[config.mk]
export PLATFORM = sky130hd
export DESIGN_NAME = adder_rr_scheduler
export DESIGN_NICKNAME = d
export VERILOG_FILES = /design/src/rtl/adder_rr_scheduler.sv
export SDC_FILE = /design/constraint.sdc
export NUM_CORES = 1
export LEC_CHECK = 0
export ABC_AREA = 1
export CAP_MARGIN = 20
export CORE_UTILIZATION = 53
export CTS_CLUSTER_SIZE = 20
export DETAILED_ROUTE_END_ITERATION = 8
export GPL_TIMING_DRIVEN = 0
export HOLD_SLACK_MARGIN = 0.03
export PLACE_DENSITY = 0.84
export SYNTH_ARGS = -nofsm -noshare
export SYNTH_HDL_FRONTEND = slang
export SYNTH_SLANG_ARGS = --single-unit
[constraint.sdc]
create_clock -name clk -period 4.2 [get_ports clk]
set_input_delay 0.42 -clock clk [delete_from_list [all_inputs] [get_ports clk]]
set_output_delay 0.42 -clock clk [all_outputs]
set_load 0.01 [all_outputs]
[src/rtl/adder_rr_scheduler.sv]
// rtl/adder_rr_scheduler.sv - round-robin scheduler sharing one registered adder among N_REQ requesters
// Define ADDER_SCHED_SAT_EN to clamp sums at 2^W-1 instead of keeping the carry bit.
module adder_rr_scheduler #(
  parameter  int N_REQ = 2,
  parameter  int W     = 4,
  localparam int IDW   = (N_REQ > 1) ? $clog2(N_REQ) : 1
) (
  input  logic               clk,
  input  logic               rst,
  input  logic [N_REQ-1:0]   req,
  input  logic [N_REQ*W-1:0] op_a,
  input  logic [N_REQ*W-1:0] op_b,
  output logic [N_REQ-1:0]   grant,
  output logic               busy,
  output logic               res_valid,
  output logic [W:0]         res_data,
  output logic [IDW-1:0]     res_id
);

  typedef enum logic [1:0] {
    IDLE = 2'd0,
    EXEC = 2'd1,
    DONE = 2'd2
  } state_t;

  state_t           state_q, state_d;
  logic [IDW-1:0]   ptr_q, ptr_d;
  logic [N_REQ-1:0] grant_q, grant_d;
  logic [W-1:0]     opa_q, opa_d;
  logic [W-1:0]     opb_q, opb_d;
  logic [IDW-1:0]   id_q, id_d;
  logic [W:0]       sum_q, sum_d;
  logic             res_valid_q, res_valid_d;
  logic [W:0]       res_data_q, res_data_d;
  logic [IDW-1:0]   res_id_q, res_id_d;

  logic [IDW-1:0]   win_idx;
  logic             win_found;
  logic [W:0]       raw_sum;
  logic [W:0]       exec_sum;

  // Scan from ptr upward with explicit wrap so a non-power-of-2 N_REQ never yields an index >= N_REQ.
  always_comb begin
    int k;
    k         = 0;
    win_idx   = '0;
    win_found = 1'b0;
    for (int j = 0; j < N_REQ; j++) begin
      k = int'(ptr_q) + j;
      if (k >= N_REQ) k = k - N_REQ;
      if (!win_found && req[k[IDW-1:0]]) begin
        win_found = 1'b1;
        win_idx   = k[IDW-1:0];
      end
    end
  end

  assign raw_sum = {1'b0, opa_q} + {1'b0, opb_q};

`ifdef ADDER_SCHED_SAT_EN
  assign exec_sum = raw_sum[W] ? {1'b0, {W{1'b1}}} : raw_sum;
`else
  assign exec_sum = raw_sum;
`endif

  always_comb begin
    state_d     = state_q;
    ptr_d       = ptr_q;
    grant_d     = '0;
    opa_d       = opa_q;
    opb_d       = opb_q;
    id_d        = id_q;
    sum_d       = sum_q;
    res_valid_d = 1'b0;
    res_data_d  = res_data_q;
    res_id_d    = res_id_q;
    case (state_q)
      IDLE: begin
        if (win_found) begin
          grant_d = N_REQ'(1) << win_idx;
          opa_d   = op_a[win_idx*W +: W];
          opb_d   = op_b[win_idx*W +: W];
          id_d    = win_idx;
          state_d = EXEC;
        end
      end
      EXEC: begin
        sum_d   = exec_sum;
        state_d = DONE;
      end
      DONE: begin
        res_valid_d = 1'b1;
        res_data_d  = sum_q;
        res_id_d    = id_q;
        ptr_d       = (id_q == IDW'(N_REQ - 1)) ? '0 : id_q + IDW'(1);
        state_d     = IDLE;
      end
      default: state_d = IDLE;
    endcase
  end

  always_ff @(posedge clk) begin
    if (rst) begin
      state_q     <= IDLE;
      ptr_q       <= '0;
      grant_q     <= '0;
      opa_q       <= '0;
      opb_q       <= '0;
      id_q        <= '0;
      sum_q       <= '0;
      res_valid_q <= 1'b0;
      res_data_q  <= '0;
      res_id_q    <= '0;
    end else begin
      state_q     <= state_d;
      ptr_q       <= ptr_d;
      grant_q     <= grant_d;
      opa_q       <= opa_d;
      opb_q       <= opb_d;
      id_q        <= id_d;
      sum_q       <= sum_d;
      res_valid_q <= res_valid_d;
      res_data_q  <= res_data_d;
      res_id_q    <= res_id_d;
    end
  end

  assign grant     = grant_q;
  assign busy      = (state_q == EXEC) || (state_q == DONE);
  assign res_valid = res_valid_q;
  assign res_data  = res_data_q;
  assign res_id    = res_id_q;

endmodule

Word level (Yosys, flattened, before mapping)
Cells that the tools add are included.
W data, S select, Z words.
{"block": "op_classes", "n_bitwise": 2, "n_lt_le_gt_ge": 4, "muxes": 14, "n_shift": 3, "n_addsub": 5, "n_eq_ne": 3, "n_reduce_logical": 6}
{"op": "$shiftx A8 B4 Y4", "n": 2}
{"op": "$mux W1", "n": 12}
{"op": "$add A4 B4 Y5", "n": 1}
{"op": "$lt A1 B2 Y1 const B", "n": 2}
{"op": "$pmux W2 S2", "n": 1}
{"op": "$reduce_or A3 Y1", "n": 1}
{"op": "$add A1 B1 Y2 const B", "n": 1}
{"op": "$eq A2 B1 Y1 const B", "n": 1}
{"op": "$eq A2 B2 Y1 const B", "n": 1}
{"op": "$ge A1 B2 Y1 const B", "n": 1}
{"op": "$ge A2 B2 Y1 const B", "n": 1}
{"op": "$logic_not A2 Y1", "n": 1}
{"op": "$mux W2", "n": 1}
{"op": "$ne A2 B2 Y1 const B", "n": 1}
{"op": "$not A1 Y1", "n": 2}
{"op": "$reduce_and A2 Y1", "n": 1}
{"op": "$shl A1 B1 Y2 const A", "n": 1}
{"op": "$sub A1 B1 Y1 const B", "n": 2}
{"op": "$add A1 B1 Y1 const B", "n": 1}
{"op": "$logic_and A1 B1 Y1", "n": 1}
{"op": "$logic_not A1 Y1", "n": 1}
{"op": "$logic_or A1 B1 Y1", "n": 1}
{"block": "totals", "output_inout_bits": 10, "register_bits": 26, "word_cells": 47, "in_bits": 20}

Logic depth before layout (Yosys ltp)
{"block": "logic_depth", "word_depth": 10, "depth_mapped": 8, "depth_no_buf": 7}

Worst setup path before layout
OpenSTA, ideal clock, no wires.
{"block": "synth_timing", "kind": "register to register", "start": "register opa_q[0]", "end": "register sum_q[2]", "arrival_ns": 1.218, "path_slack_ns": 2.867, "n_path_buf": 0, "stages_incl_launch_ff": 6, "period_less_slack_ns": 1.333, "required_ns": 4.085, "setup_ns": 0.115, "cell_sequence": "dfxtp_1 -> ha_1 -> fa_1 -> xor2_1 -> o21ai_0 -> inv_1"}
{"block": "synth_via", "elab_chain_cells": 1}
{"item": "start: declaration", "line": "29", "source": "logic [W-1:0] opa_q, opa_d;"}
{"item": "start signal: assignment", "line": "118", "source": "opa_q <= opa_d;"}
{"item": "$add A4 B4 Y5", "line": "58", "source": "assign raw_sum = {1'b0, opa_q} + {1'b0, opb_q};"}
{"item": "end signal: assignment", "line": "121", "source": "sum_q <= sum_d;"}
{"item": "end: declaration", "line": "32", "source": "logic [W:0] sum_q, sum_d;"}
Every way passes these cells.
A chain may end at the register's enable or synchronous reset.

Final worst setup path
{"block": "layout_timing", "start": "register state_q[0]", "end": "output busy"}
{"block": "layout_via", "elab_chain_cells": 2, "elab_cells_between_ends": 3, "cone_classes": "eq/ne: 2; reduce/logical: 1"}
{"item": "start: declaration", "line": "26", "source": "state_t state_q, state_d;"}
{"item": "start signal: assignment", "line": "115", "source": "state_q <= state_d;"}
{"item": "$eq A2 B1 Y1 / $eq A2 B2 Y1 (equally long branches)", "line": "129", "source": "assign busy = (state_q == EXEC) || (state_q == DONE);"}
{"item": "$logic_or A1 B1 Y1 *", "line": "129"}
{"item": "end: declaration", "line": "14", "source": "output logic busy,"}
Mark *: on every way between the ends. The rest lies on a longest branch, timed or not.

==> flow_summary.ini <==
[floorplan]
die_area_sq_um = 2687
i_o_pin_count = 30
initial_core_util_pct = 57.83
floorplan.rows = 17
core_area_sq_um = 2276
chipHeight_microns = 51.84
die_w_microns = 51.84

[placed_design]
dpl.hpwl_mm = 2.096
finalWeightedCongestion = 0.7813
placed_cells_incl_taps = 243
total_placed_instance_area_sq_um = 1632
port_buffers = 28

[cells_and_area]
finish.utilization_pct = 74.00
area_growth_pct = 27.95
antenna_cells = 0
final-instance-count-excl-fill = 247
finalInstanceArea_sq_um = 1684
nets = 250
fillCellCount = 213
layout-drive-gt1-share_pct = 6.849

[clock_network]
tritoncts = built
clkTransAtPathRegs_ps = 150
cts_root_buffer = clkbuf_4
clockBufferDepth = 2
post_cts.repair.setup_buffers = 0
cts-resized-gates = 0
cts_made_buffers = 3
maximum_level_of_the_cts_h_tree = 1
clock_sinks = 26
hold_buffers = 0
worst_skew_pair.late_latency_ps = 320

[worst_setup_path]
worst_setup_path_end_kind = output pin
timing.critical_path.slowest_cell_delay_ps = 520
critPathSlowestCell = clkdlybuf4s50_1
timing.critical_path.cells = inv_1, ha_1, clkdlybuf4s50_1
critical_path_peak_fanout = 4
required_ps = 3780
worst_setup_path_start_kind = flip-flop
cp.arrival_ps = 1650
timing_worst_setup_path_type = flip-flop to output pin

[route]
drt_first_iter_violations = 15
remaining_drc_errors = 0
wl_per_cell_microns = 10.65
route.final.wire_length_mm = 2.630
antenna_violating_nets_post_route = 0
via_count = 1204
drt_first_pass_iters = 4
via_per_inst = 4.874

[grt]
number_of_global_route_vias_before_repair = 1115
antenna_found_initial = 0
total_grt_usage_pct = 22.45
grt_first_pass_wirelength_mm = 4.512
largest_net_degree_at_the_start_of_global_routing = 16
grt_overflow = 0

[timing]
setup_viol = 0
final.setup.tns_ps = 0
grt_setup_unrepaired = false
max_clock_freq_ghz = 0.4841
worstMarginPinSlew_ps = 414.5
finalClockSkew_ps = 13.41
slew_viol_final = 0
timing.slew.headroom_pct = 72.36
finalHoldViolations = 0
final.min_clock_period_ps = 2066
min_period_over_period_pct = 49.18

[synthesis]
post_synth_num_cell_types = 19
post_synth_instance_area_sq_um = 1316
synth_top_cell_by_area = dfxtp_1
async_flop_share_pct = 0
post-synth-top-count-cell = nand2_1
synth_fp_nets = 217
most_used_flip_flop_cell_after_synthesis = dfxtp_1
portion_of_synthesized_cell_area_occupied_by_the_leading_cell_type_pct = 39.54
synth_enable_flop_cells = 0
synth.area.top_cells = dfxtp_1 (40%), nand2_1 (14%), nor2_1 (9.4%)
synth_seq_area_share_pct = 39.54
synth.yosys.warnings = 0
synth_seq_cells = 26
post_synth.cell_area_avg_sq_um = 7.039
synthTopCellsByCount = nand2_1 (48), nor2_1 (33), dfxtp_1 (26)
cell_count_after_synthesis = 187

[power_and_ir_drop]
design_power_total_uw = 728.3
p_leak_uw = 0.0008508
worst_ir_drop_vdd_uv = 238.0
power_density_nw_per_um2 = 432.5

[outcome]
outcome = completed

[job]
cap_viol_max_count = 0

[worst_hold_path]
hold_class = flip-flop to flip-flop
-- routing by layer --
| layer | GRT usage [%] | vias to the layer above | part of all wire [%] | routed length, microns |
|---|---|---|---|---|
| met1 | 25.00 | 529 | 44 | 1165 |
| met5 | 0 | - | 0 | 0 |
| met3 | 2.632 | 2 | 3.3 | 86 |
| met4 | 6.757 | 0 | 0.95 | 25 |
| met2 | 43.38 | 36 | 51 | 1352 |
| li1 | - | 637 | - | - |
-- worst max-delay path, delay by kind of cell, from the launching register on --
family	cells	cell delay, ps
fa+ha+maj	1	280
buf+inv	2	620
flops	1	420
-- path summary, 6_finish.rpt --
path / endpoint / cells past startpoint / slack [ps] / from
min reg2reg: res_data[2] / 2 / 470 / sum_q[2]
min: res_data[2] / 2 / 470 / sum_q[2]
max reg2reg: sum_q[2] / 5 / 2770 / opa_q[0]
max: busy / 3 / 2130 / state_q[0]
-- where the power goes --
| group | internal [uW] | switching (uW) |
|---|---|---|
| Clock | 96.4 | 74.8 |
| Sequential | 288 | 24.1 |
| Combinational | 109 | 135 |
-- cell families (layout without fill, tap and decap cells) --
group	count (synthesis)	count (layout)	synth area share, %
XOR/XNOR	1	1	0.6655
flip-flops	26	26	39.54
buffers and inverters	32	64	10.93
AND/OR/NAND/NOR	101	101	32.32
AO/OA/AOI/OAI	17	17	6.464
adder cells (fa/ha/maj)	10	10	10.08
-- layout by cell type (no fill, tap or decap) --
cell / synthesis / final
clkbuf_4: 0 / 3
nand4_1: 2 / 2
nand2_4: 1 / 1
xor2_1: 1 / 1
dfxtp_1: 26 / 26
nor2_1: 33 / 33
nand2_1: 48 / 48
nand3_2: 1 / 1
inv_2: 2 / 2
nand3_1: 13 / 13
fa_1: 1 / 1
buf_6: 3 / 3
clkbuf_2: 1 / 1
nor3_2: 1 / 1
o21ai_0: 9 / 9
clkdlybuf4s50_1: 0 / 28
nand2_2: 2 / 2
a21oi_1: 8 / 8
ha_1: 9 / 9
clkbuf_1: 2 / 2
inv_1: 24 / 24
bufinv_16: 0 / 1
-- layout make-up --
cell class,instances,area [sq um],area share [%]
buffer,6,46.29,2.749
inverter,26,97.59,5.795
sequential,26,520.5,30.91
multi-input combinational,129,651.9,38.71
clock buffer,3,22.52,1.337
tap,28,35.03,2.080
clock inverter,1,30.03,1.783
timing repair buffer,28,280.3,16.64
-- through the flow --
stage	setup slack, ps	hold WS, ps
after CTS	2130	468.2
after floorplan	2867	429.3
after global placement	2520	447.0
after global routing	2068	503.7
after detailed placement	2459	449.6
final	2134	472.1
-- registers in the layout, summed over array words and instances, names as in the netlist --
signal,flops
ptr_q,1
opb_q,4
opa_q,4
res_id,1
sum_q,5
grant,2
res_valid,1
id_q,1
res_data,5
state_q,2
Note: power is estimated with default switching activity, not from simulation.
